File: config.mk
export PLATFORM = sky130hd
export DESIGN_NAME = bcd_addsub_seq
export DESIGN_NICKNAME = d
export VERILOG_FILES = /design/src/rtl/bcd_pkg.sv /design/src/rtl/bcd_digit_adder.sv /design/src/rtl/bcd_addsub_seq.sv
export SDC_FILE = /design/constraint.sdc
export NUM_CORES = 1
export LEC_CHECK = 0
export BUFFER_PORTS_ARGS = -buffer_cell sky130_fd_sc_hd__buf_2
export CAP_MARGIN = 5
export CORE_ASPECT_RATIO = 0.9
export CORE_MARGIN = 8
export CORE_UTILIZATION = 40
export DETAILED_ROUTE_END_ITERATION = 8
export MAX_ROUTING_LAYER = met4
export PLACE_DENSITY = 0.71
export SKIP_CTS_REPAIR_TIMING = 1
export SLEW_MARGIN = 20
export SYNTH_ARGS = -nofsm -noshare
export SYNTH_HDL_FRONTEND = slang
export SYNTH_SLANG_ARGS = --single-unit
File: constraint.sdc
create_clock -name clk -period 5.8 [get_ports clk]
set_input_delay 1.16 -clock clk [delete_from_list [all_inputs] [get_ports clk]]
set_output_delay 1.16 -clock clk [all_outputs]
set_load 0.03 [all_outputs]
File: src/rtl/bcd_pkg.sv
// Shared definitions for the sequential BCD adder/subtractor:
// FSM state encoding, largest legal BCD digit and a digit-validity helper.
package bcd_pkg;

  typedef enum logic [1:0] {
    IDLE = 2'd0,
    CALC = 2'd1,
    NEG  = 2'd2,
    DONE = 2'd3
  } state_t;

  localparam logic [3:0] BCD_MAX = 4'd9;

  function automatic logic digit_valid(input logic [3:0] d);
    return d <= BCD_MAX;
  endfunction

endpackage

File: src/rtl/bcd_digit_adder.sv
// One-digit BCD adder with decimal correction; purely combinational.
// Inputs are assumed to be valid BCD digits, so the raw sum stays within 0..19.
module bcd_digit_adder
  import bcd_pkg::*;
(
  input  logic [3:0] a,
  input  logic [3:0] b,
  input  logic       cin,
  output logic [3:0] digit,
  output logic       cout
);

  logic [4:0] s;

  always_comb begin
    s    = {1'b0, a} + {1'b0, b} + {4'd0, cin};
    cout = s > {1'b0, BCD_MAX};
    // Subtracting 10 modulo 16 gives the corrected digit for s in 10..19.
    digit = cout ? (s[3:0] - 4'd10) : s[3:0];
  end

endmodule

File: src/rtl/bcd_addsub_seq.sv
// Serial BCD add/subtract, one digit per clock, LSD first; A<B subtraction takes a second ten's-complement pass.
// Latency DIGITS (or 2*DIGITS when A<B) cycles from accepted start to done; start is ignored while not IDLE.
module bcd_addsub_seq #(
  parameter int DIGITS = 4
) (
  input  logic                  clk,
  input  logic                  rst,
  input  logic                  start,
  input  logic                  sub,
  input  logic [4*DIGITS-1:0]   op_a,
  input  logic [4*DIGITS-1:0]   op_b,
  output logic                  busy,
  output logic                  done,
  output logic [4*DIGITS-1:0]   result,
  output logic                  carry,
  output logic                  neg,
  output logic                  invalid
);
  import bcd_pkg::*;

  localparam int W  = 4 * DIGITS;
  localparam int IW = (DIGITS > 1) ? $clog2(DIGITS) : 1;

  state_t        state;
  logic [W-1:0]  a_sr;
  logic [W-1:0]  b_sr;
  logic          sub_r;
  logic          c;
  logic [IW-1:0] idx;
  logic          last;
  logic          ops_ok;
  logic [3:0]    add_a;
  logic [3:0]    add_b;
  logic [3:0]    sum_d;
  logic          cout;

  assign last = (idx == IW'(DIGITS - 1));

  always_comb begin
    ops_ok = 1'b1;
    for (int i = 0; i < DIGITS; i++) begin
      if (!digit_valid(op_a[4*i +: 4]) || !digit_valid(op_b[4*i +: 4]))
        ops_ok = 1'b0;
    end
  end

  // The single digit adder serves both passes: A + (B or 9-B) in CALC, (9-r) + carry in NEG.
  always_comb begin
    add_a = a_sr[3:0];
    add_b = sub_r ? (BCD_MAX - b_sr[3:0]) : b_sr[3:0];
    if (state == NEG) begin
      add_a = BCD_MAX - result[3:0];
      add_b = 4'd0;
    end
  end

  bcd_digit_adder u_digit_adder (
    .a     (add_a),
    .b     (add_b),
    .cin   (c),
    .digit (sum_d),
    .cout  (cout)
  );

  always_ff @(posedge clk or posedge rst) begin
    if (rst) begin
      state   <= IDLE;
      a_sr    <= '0;
      b_sr    <= '0;
      sub_r   <= 1'b0;
      c       <= 1'b0;
      idx     <= '0;
      busy    <= 1'b0;
      done    <= 1'b0;
      result  <= '0;
      carry   <= 1'b0;
      neg     <= 1'b0;
      invalid <= 1'b0;
    end else begin
      done <= 1'b0;
      case (state)
        IDLE: begin
          if (start) begin
            a_sr  <= op_a;
            b_sr  <= op_b;
            sub_r <= sub;
            c     <= sub;
            idx   <= '0;
            carry <= 1'b0;
            neg   <= 1'b0;
            if (!ops_ok) begin
              result  <= '0;
              invalid <= 1'b1;
              done    <= 1'b1;
              state   <= DONE;
            end else begin
              invalid <= 1'b0;
              busy    <= 1'b1;
              state   <= CALC;
            end
          end
        end
        CALC: begin
          // Operands shift down one digit; each new result digit enters at the top.
          a_sr   <= a_sr >> 4;
          b_sr   <= b_sr >> 4;
          result <= (result >> 4) | (W'(sum_d) << (W - 4));
          c      <= cout;
          if (last) begin
            idx <= '0;
            if (!sub_r || cout) begin
              carry <= !sub_r && cout;
              busy  <= 1'b0;
              done  <= 1'b1;
              state <= DONE;
            end else begin
              c     <= 1'b1;
              state <= NEG;
            end
          end else begin
            idx <= idx + 1'b1;
          end
        end
        NEG: begin
          result <= (result >> 4) | (W'(sum_d) << (W - 4));
          c      <= cout;
          if (last) begin
            idx   <= '0;
            neg   <= 1'b1;
            busy  <= 1'b0;
            done  <= 1'b1;
            state <= DONE;
          end else begin
            idx <= idx + 1'b1;
          end
        end
        DONE: begin
          state <= IDLE;
        end
        default: state <= IDLE;
      endcase
    end
  end

endmodule
==> results.txt <==
----------------------------------------------------
[Timing]
  Setup TNS after final layout ... 0 ns
  Skew final ... 0.009564 ns
  Peak Freq ... 0.2904 GHz
  Final count of negative-setup-slack endpoints ... 0
  Worst max-slew margin expressed relative to the limit ... 34.84%
  Max-slew violation total from the final report ... 0
  Tightest Pin Transition ... 0.9774 ns
  Unrepaired setup endpoints after global routing ... no
  Min Tclk post-route ... 3.443 ns
  Number of failing hold endpoints at the final stage ... 0
  Final worst-path cycle share ... 59.36%

[Critical path]
  Endpoint class of the critical path ... flop
  Worst setup path startpoint ... state[0]
  Launching element type of the critical path ... flop
  Type of the worst setup path ... reg2reg
  Worst reg2reg endpoint ... state[0]
  Highest net fanout along the worst path ... 6
  Worst-case register-to-register setup slack ... 2.36 ns
  Arrival @ worst endpoint ... 3.66 ns
  Worst reg-to-reg path cell count ... 12
  Startpoint of the worst-slack reg-to-reg timing path ... state[0]
  Critical Path End ... state[0]
  Worst path required time ... 6.02 ns

[Global routing]
  Wire length of the first global-routing pass ... 13080 um
  Antenna violations before repair ... 0
  Global routing usage summed across all routing layers ... 14.75%
  Maximum number of pins on one net before global-route repair ... 60
  Grt ovf ... 0
  Via count of the first global-routing pass ... 2660

[Hold path]
  Hold/Removal Path Class ... reg2reg
  Hold Startpoint ... b_sr[8]
  Number of cells on the worst hold path ... 2

[Floorplanning]
  Die span in x ... 110.6 um
  Number of top-level pins ... 57
  Initial cell density of the core ... 40.54%
  Vertical extent of the die ... 101.2 um
  Die Outline Area ... 11190 um^2
  Standard cell core area ... 7951 um^2
  Standard-cell rows ... 31

[Synth]
  Post-Syn Nets ... 386
  Post-synthesis instance total ... 336
  Fraction of registers with async set/reset ... 100.0%
  Area of the mapped netlist ... 3223 um^2
  Number of enable-type register cells in the synthesized netlist ... 0
  Post-synthesis register bit count ... 59
  Most used flip-flop cell after synthesis ... sky130_fd_sc_hd__dfrtp_1
  Syn_area_per_cell ... 9.593 um^2
  Yosys warning total ... 0
  Number of distinct standard cells referenced by the synthesized netlist ... 44
  Share of synthesized area occupied by flip-flops and latches ... 45.81%

[Clock network]
  Clock Latency Late Sink ... 0.34 ns
  CTS H-tree lvls ... 3
  Cell at the root of the clock tree ... sky130_fd_sc_hd__clkbuf_8
  Num Clock Sinks ... 59
  TritonCTS buffer count ... 9
  Clock tree from TritonCTS ... built
  Worst-path clk slew ... 0.07 ns
  Number of buffers on the longest clock path ... 2

[Final layout]
  Layout-stage area growth over the synthesis result ... 18.17%
  Number of inserted diodes ... 0
  Share of final-layout standard cells stronger than drive strength 1 ... 21.99%
  Commonest cells after routing, fill and taps aside ... 59 x sky130_fd_sc_hd__dfrtp_1, 56 x sky130_fd_sc_hd__buf_2, 53 x sky130_fd_sc_hd__o21ai_0
  Final layout net count ... 436
  Reg area ... 1476 um^2
  Area of all placed cells without fillers ... 3809 um^2
  Leading cell type in the layout, fill and taps excluded ... sky130_fd_sc_hd__dfrtp_1
  Area used by multi-input combinational logic ... 1632 um^2
  Filler cell count in the final layout ... 749

[Place]
  Cell area after placement ... 3570 um^2
  HPWL after DPL ... 5670 um
  Buffers on Ports ... 56
  Final weighted congestion of routability-driven global placement ... 0.8527

[Drt]
  Post-DR wirelength/cell ... 15.78 um
  Via count ... 2650
  Residual antenna-violating net count after detailed routing ... 0
  DRT Pass-1 Iters ... 4
  Detailed Route WL ... 7732 um
  Avg Vias per Cell ... 5.408
  Initial drt markers ... 111
  DRC viols ... 0

[Job]
  Count of max-cap constraint violations ... 0

[Outcome]
  Status ... finished, final reports clean

----------------------------------------------------
[sequential cells by signal (all words and copies together), names as in the netlist]
name     flops
neg          1
a_sr        16
idx          2
carry        1
c            1
done         1
sub_r        1
b_sr        16
result      16
state        2
busy         1
invalid      1
[cell type report]
class                   count  area share (%)
well taps                  99           3.252
clock inverters             5           2.037
clock buffers              11           3.449
repair buffers             58           8.279
multi-input cells         244           42.84
flip-flops and latches     59           38.76
inverters                  14           1.380
[cell usage after synthesis (2+ instances only)]
cell | number | share of area (%)
sky130_fd_sc_hd__and3_1 | 2 | 0.39
sky130_fd_sc_hd__o21a_1 | 3 | 0.70
sky130_fd_sc_hd__xnor2_1 | 2 | 0.54
sky130_fd_sc_hd__ha_1 | 12 | 4.7
sky130_fd_sc_hd__mux2_2 | 6 | 2.1
sky130_fd_sc_hd__xor2_1 | 2 | 0.54
sky130_fd_sc_hd__fa_1 | 2 | 1.2
sky130_fd_sc_hd__o21ai_0 | 53 | 8.2
sky130_fd_sc_hd__o211ai_1 | 11 | 2.6
sky130_fd_sc_hd__nand3_1 | 4 | 0.62
sky130_fd_sc_hd__nor2_1 | 14 | 1.6
sky130_fd_sc_hd__a21o_1 | 3 | 0.70
sky130_fd_sc_hd__o21ai_1 | 3 | 0.47
sky130_fd_sc_hd__clkbuf_1 | 17 | 2.0
sky130_fd_sc_hd__nor2b_1 | 5 | 0.97
sky130_fd_sc_hd__a31oi_1 | 2 | 0.39
sky130_fd_sc_hd__o31ai_1 | 2 | 0.47
sky130_fd_sc_hd__nand2_1 | 52 | 6.1
sky130_fd_sc_hd__dfrtp_1 | 59 | 46
sky130_fd_sc_hd__a22o_1 | 7 | 1.9
sky130_fd_sc_hd__a21oi_1 | 8 | 1.2
sky130_fd_sc_hd__inv_1 | 14 | 1.6
sky130_fd_sc_hd__mux2i_1 | 29 | 9.0
sky130_fd_sc_hd__nand2b_1 | 2 | 0.39
sky130_fd_sc_hd__nand4_1 | 3 | 0.58
[worst min-delay path by stage]
stage,slack (ns),end
2_1_floorplan,0.44,a_sr[0]
3_3_place_gp,0.46,b_sr[8]
3_5_place_dp,0.47,b_sr[1]
4_1_cts,0.49,b_sr[8]
5_1_grt,0.50,idx[0]
6_report,0.48,b_sr[8]
[layer usage]
metal  wire length, um  GRT usage [%]  vias up
li1                  -              -     1289
met4                64          5.498        0
met5                 0              -        -
met1              3797          19.13     1267
met2              3401          20.97       85
met3               468          4.796        9
[kinds of logic (layout without fill, tap and decap cells)]
family                     count (synthesis)  count (layout)  share of synthesized area (%)
adders and majority gates                 14              14                          5.901
DFF                                       59              59                          45.81
and+or+nand+nor                           87              87                          11.92
AOI/OAI and AO/OA                        103             103                          19.76
xor gates and xnor gates                   4               4                          1.087
buffers and inverters                     33              88                          4.076
muxes                                     36              36                          11.45
[critical path, stage by stage (launching register included)]
cell and delay (ns):
sky130_fd_sc_hd__dfrtp_1 0.43, sky130_fd_sc_hd__inv_1 0.11, sky130_fd_sc_hd__ha_1 0.27, sky130_fd_sc_hd__nand2_1 0.07, sky130_fd_sc_hd__o21ai_0 0.11, sky130_fd_sc_hd__fa_1 0.46
sky130_fd_sc_hd__inv_1 0.10, sky130_fd_sc_hd__fa_1 0.49, sky130_fd_sc_hd__o22a_1 0.24, sky130_fd_sc_hd__o221a_2 0.25, sky130_fd_sc_hd__a31o_1 0.23, sky130_fd_sc_hd__o21a_1 0.21
sky130_fd_sc_hd__o32a_1 0.35
[through the flow]
step	util [%]	cells	setup slack, ns	hold WS [ns]
after CTS	47.52	489	2.367	0.4864
after floorplan	-	336	2.630	0.4447
final	47.90	490	2.357	0.4818
after global placement	44.89	473	2.518	0.4603
after global routing	47.90	490	2.176	0.5007
after detailed placement	44.89	473	2.375	0.4703
Power is not shown: default switching activity piles up to over one toggle a cycle in this logic, so the estimate is an artifact.
